--- src/rtl/reg_bank_arbiter.sv ---
// reg_bank_arbiter: round-robin arbiter/sequencer sharing one register bank among NUM_REQ requesters
//
// Each accepted request becomes exactly one bank access (IDLE/RESP -> ACCESS -> RESP).
// The completion pulse and any read data return on the cycle after the access.
//
// Optional feature: define REG_BANK_ARB_WRITE_PROTECT_EN so that only requester 0 may write.
// A write from any other requester still runs the full sequence, but it never enables a
// register and it completes with o_resp_error set. Without the macro, o_resp_error is tied to 0.
//
// Ports:
//   i_clock               sole clock, rising edge
//   i_reset               synchronous, active-high
//   i_req_valid           per-requester request pending
//   o_req_ready           one-hot grant; the handshake completes on valid & ready at a clock edge
//   i_req_write_or_read   per-requester 1 = write, 0 = read
//   i_req_addr            packed; requester i uses [i*ADDR_WIDTH +: ADDR_WIDTH]
//   i_req_write_data      packed; requester i uses [i*8 +: 8]
//   o_resp_valid          one-cycle completion pulse to the originating requester
//   o_resp_read_data      read result while a response is valid; 0 for writes
//   o_resp_error          rejected-write pulse, coincident with o_resp_valid
//   o_bank_enable         one-hot register enable, active only in ACCESS
//   o_bank_write_or_read  shared write/read strobe to the bank
//   o_bank_write_data     shared write data to the bank
//   i_bank_read_data      OR of all register read outputs
module reg_bank_arbiter #(
   parameter int NUM_REQ    = 4,
   parameter int ADDR_WIDTH = 4
) (
   input  logic                           i_clock,
   input  logic                           i_reset,
   input  logic [NUM_REQ-1:0]             i_req_valid,
   output logic [NUM_REQ-1:0]             o_req_ready,
   input  logic [NUM_REQ-1:0]             i_req_write_or_read,
   input  logic [NUM_REQ*ADDR_WIDTH-1:0]  i_req_addr,
   input  logic [NUM_REQ*8-1:0]           i_req_write_data,
   output logic [NUM_REQ-1:0]             o_resp_valid,
   output logic [7:0]                     o_resp_read_data,
   output logic                           o_resp_error,
   output logic [2**ADDR_WIDTH-1:0]       o_bank_enable,
   output logic                           o_bank_write_or_read,
   output logic [7:0]                     o_bank_write_data,
   input  logic [7:0]                     i_bank_read_data
);
   localparam int DEPTH = 2**ADDR_WIDTH;
   localparam int IDXW  = $clog2(NUM_REQ);
   localparam logic [1:0] S_IDLE   = 2'd0;
   localparam logic [1:0] S_ACCESS = 2'd1;
   localparam logic [1:0] S_RESP   = 2'd2;

   logic [1:0]            r_state;
   logic [IDXW-1:0]       r_rr_ptr;
   logic [IDXW-1:0]       r_win;
   logic [ADDR_WIDTH-1:0] r_addr;
   logic                  r_wr;
   logic [7:0]            r_wdata;
   logic [7:0]            r_rdata;
   logic                  w_arb_en;
   logic                  w_any;
   logic [IDXW-1:0]       w_win;
   logic                  w_access;
   logic                  w_resp;
   logic                  w_blocked;

   // Requester index offset positions after ptr, wrapping modulo NUM_REQ.
   function automatic logic [IDXW-1:0] f_rr_idx(input logic [IDXW-1:0] ptr, input int off);
      int s;
      s = int'(ptr) + off;
      return IDXW'(s >= NUM_REQ ? s - NUM_REQ : s);
   endfunction

   // Arbitration runs in IDLE and RESP (any non-ACCESS state) and is silenced during reset.
   assign w_arb_en = ~i_reset & (r_state != S_ACCESS);
   assign w_access = ~i_reset & (r_state == S_ACCESS);
   assign w_resp   = ~i_reset & (r_state == S_RESP);

   // Scan from the farthest position back to rr_ptr so the nearest valid requester wins.
   always_comb begin
      w_any = 1'b0;
      w_win = '0;
      for (int i = NUM_REQ - 1; i >= 0; i--) begin
         if (i_req_valid[f_rr_idx(r_rr_ptr, i)]) begin
            w_any = 1'b1;
            w_win = f_rr_idx(r_rr_ptr, i);
         end
      end
   end

`ifdef REG_BANK_ARB_WRITE_PROTECT_EN
   logic r_err;
   assign w_blocked = r_wr & (r_win != '0);
   always_ff @(posedge i_clock) begin
      if (i_reset)
         r_err <= 1'b0;
      else if (r_state == S_ACCESS)
         r_err <= w_blocked;
   end
   assign o_resp_error = w_resp & r_err;
`else
   assign w_blocked    = 1'b0;
   assign o_resp_error = 1'b0;
`endif

   assign o_req_ready          = (w_arb_en & w_any) ? NUM_REQ'(1) << w_win : '0;
   assign o_bank_enable        = (w_access & ~w_blocked) ? DEPTH'(1) << r_addr : '0;
   assign o_bank_write_or_read = w_access & r_wr;
   assign o_bank_write_data    = w_access ? r_wdata : 8'h00;
   assign o_resp_valid         = w_resp ? NUM_REQ'(1) << r_win : '0;
   assign o_resp_read_data     = w_resp ? r_rdata : 8'h00;

   always_ff @(posedge i_clock) begin
      if (i_reset) begin
         r_state  <= S_IDLE;
         r_rr_ptr <= '0;
         r_win    <= '0;
         r_addr   <= '0;
         r_wr     <= 1'b0;
         r_wdata  <= '0;
         r_rdata  <= '0;
      end else begin
         case (r_state)
            S_ACCESS: begin
               r_state  <= S_RESP;
               r_rr_ptr <= f_rr_idx(r_win, 1);
               // Writes, including rejected ones, always respond with zero data.
               r_rdata  <= (r_wr | w_blocked) ? 8'h00 : i_bank_read_data;
            end
            default: begin
               r_state <= w_any ? S_ACCESS : S_IDLE;
               if (w_any) begin
                  r_win   <= w_win;
                  r_addr  <= i_req_addr[w_win*ADDR_WIDTH +: ADDR_WIDTH];
                  r_wr    <= i_req_write_or_read[w_win];
                  r_wdata <= i_req_write_data[w_win*8 +: 8];
               end
            end
         endcase
      end
   end
endmodule
--- config.mk ---
export PLATFORM = sky130hd
export DESIGN_NAME = reg_bank_arbiter
export DESIGN_NICKNAME = d
export VERILOG_FILES = /design/src/rtl/reg_bank_arbiter.sv
export SDC_FILE = /design/constraint.sdc
export NUM_CORES = 1
export LEC_CHECK = 0
export BUFFER_PORTS_ARGS = -buffer_cell sky130_fd_sc_hd__buf_4
export CORE_ASPECT_RATIO = 0.8
export CORE_UTILIZATION = 30
export DETAILED_ROUTE_END_ITERATION = 8
export PLACE_DENSITY = 0.56
export SLEW_MARGIN = 15
export SYNTH_ARGS = -nofsm -noshare
export SYNTH_HDL_FRONTEND = slang
export SYNTH_SLANG_ARGS = --single-unit
--- constraint.sdc ---
create_clock -name i_clock -period 2.2 [get_ports i_clock]
set_input_delay 0.22 -clock i_clock [delete_from_list [all_inputs] [get_ports i_clock]]
set_output_delay 0.22 -clock i_clock [all_outputs]
set_load 0.005 [all_outputs]
==> impl_metrics.toml <==
[run_status]
outcome = "completed"

[min_path]
worstHoldPathType = "input port to register"

[synth]
yosysTopAreaCell = "dfxtp_1"
yosys_warnings = 0
yosysTopAreaCellShare_pct = 26.9
yosysUniqueCellTypes = 37
synth_seq_cells = 27
synth_edf_count = 0
syn_area_per_cell_um2 = 8.24
yosys_most_used_dff = "dfxtp_1"
ys_seq_area_share_pct = 26.9
syn_area_mm2 = 0.00201
synthCells = 244
synthTopCellsByCount = "nor2_1, dfxtp_1, and2_1, nand2_1, mux2i_1"
synth_nets = 314
yosysMostFrequentCell = "nor2_1"
async_flop_share_pct = 0
yosys-top-cells-area = "dfxtp_1, mux2i_1, and2_1"

[drt]
wl_met1_mm = 2.94
vias = 2055
wl_per_cell_um = 13.9
top_layer = "met4"
post-route-drc-count = 0
drtAntennaViolNets = 0
wl_met3_um = 248
drt-total-wl_mm = 5.92
dr_wl_met2_mm = 2.70
viasPerCell = 4.81
firstDrtPassIters = 4
drt-initial-drc-count = 62

[finish]
drive_gt1_share_pct = 44.3
areaGrowthSynthToFinish_pct = 43.3
design_area_mm2 = 0.00288
fill_cells = 671
final_util_pct = 44.7
n_antenna_cell = 0
fin_nets = 414
instances_no_fill = 427

[global_routing]
grt_max_degree = 19
grt.total_usage_pct = 16.1
grt_overflow_total = 0
grt_pass1_vias = 1796
grt_first_pass_wirelength_mm = 8.87
antenna_found_initial = 0

[timing]
layout_min_cycle_time_ps = 2030
hold_viol = 0
setup_ws_ps = 172
maxSlewViolCount = 0
timing.final.crit_share_pct = 92.2
relSlewSlack_pct = 65.2
rsz0062_at_grt = "no"
fin_setup_tns_ps = 0
tightest_slew_ps = 522
fmax_mhz = 493
final.setup_skew_ps = 9.66
setup_viol = 0

[floorplan]
die_w_um = 93.5
die_h_um = 75.2
ios = 108
dieArea_mm2 = 0.00703
rows = 26
core_area_mm2 = 0.00644
start_util_pct = 31.2

[clock_tree]
ctsHoldBuffers = 0
clock-sinks = 27
clkLatencyLatePin_ps = 280
cts_tree = "done"
clkTransAtPathRegs_ps = 100
htree_levels = 1
clockBufferDepth = 2
cts_buffers = 3
cts_root_buf = "clkbuf_8"

[place]
dpl_worst_slack_ps = 289
dp_cells = 423
gp_congestion = 0.773
placed_cell_area_mm2 = 0.00281
port_buffers = 106
place_hpwl_mm = 4.67

[pwr]
power.share.clock_pct = 21.7
switching_power_w = 0.000423
switching_share_pct = 31.9
power_density_mw_per_mm2 = 460
leakage_nw = 1.35
ir_worst_vdd_mv = 0.223
internal_power_w = 0.000902
combinationalPowerShare_pct = 34.0
seqPwrFrac_pct = 44.3

[setup_path]
cp-start-kind = "register"
crit_arrival_ps = 1810
crit_path_end_kind = "output pin"
worstPathRequired_ps = 1980
critPathKind = "register to output pin"
path_max_fanout = 7

[job]
cap_violations = 0
metal layers:
layer | global-route usage [%] | vias to the layer above
li1 | - | 1055
met1 | 22.8 | 944
met2 | 26.4 | 54
met3 | 2.73 | 2
met4 | 2.05 | 0
met5 | 0 | -
cells in the final DEF (no fill, tap or decap), drive strengths merged, types with 4 or more instances in the layout:
master,netlist,routed
buf,9,117
a21oi,13,13
mux2i,16,16
and2,22,22
nand2b,4,4
nor3,6,6
o31ai,12,12
nand4,12,12
dfxtp,27,27
nand2,18,18
a21o,13,13
nor2,35,35
o211ai,12,12
nor3b,9,9
ha,4,4
state kept, by name (all words and copies together) (netlist names):
name	cells
r_addr	4
r_state	2
r_win	2
r_wdata	8
r_rdata	8
r_rr_ptr	2
r_wr	1
final cells by class:
class / count / area [µm²] / share of cell area, %
inverter: 3 / 11.3 / 0.391
tap: 84 / 105 / 3.65
sequential: 27 / 541 / 18.8
multi-input combinational: 192 / 1300 / 45.1
clock buffer: 3 / 41.3 / 1.43
timing repair buffer: 117 / 878 / 30.5
clock inverter: 1 / 5.00 / 0.174
timing repair:
action / 4_1_cts / 5_1_grt
buffers inserted: 0 / 0
setup endpoints to repair: 2 / 7
cloned: 0 / 0
resized for setup: 1 / 5
pin swaps: 0 / 0
worst paths after layout:
kind / start / end / slack (ps) / cells past startpoint
max: r_rr_ptr[0] / o_req_ready[2] / 170 / 6
min: i_req_write_data[25] / r_wdata[1] / 230 / 3
max reg2reg: r_rr_ptr[1] / r_addr[2] / 440 / 5
min reg2reg: r_wdata[3] / r_wdata[3] / 470 / 2
power by group through the flow:
stage,sequential (W),clock (W),combinational [W]
2_1_floorplan,0.000578,0,0.000303
3_3_place_gp,0.000597,0,0.000441
3_5_place_dp,0.000599,0,0.000441
4_1_cts,0.000588,0.000309,0.000444
5_1_grt,0.000596,0.000328,0.000497
6_report,0.000587,0.000287,0.000451
kinds of logic (layout without fill, tap and decap cells):
kind of cell | count (synthesis) | after routing | share of synthesized area (%)
fa+ha+maj | 4 | 4 | 2.49
simple gates | 118 | 118 | 31.4
mux | 16 | 16 | 7.97
buf+inv | 25 | 124 | 9.90
flops | 27 | 27 | 26.9
other cells | 1 | 1 | 0.187
compound gates | 53 | 53 | 21.2
critical path, stage by stage, from the launching register on:
cell and delay, ps:
dfxtp_1 370, or2b_1 230, a21oi_1 330, nor2_1 170
nand2_2 220, nor2_1 80, buf_4 140
stage by stage:
stage	hold slack, ps	total power (W)
after floorplan	401	0.000881
after global placement	447	0.00104
after detailed placement	452	0.00104
after CTS	220	0.00134
after global routing	223	0.00142
final	231	0.00132
Power figures use the tool's default switching activity.
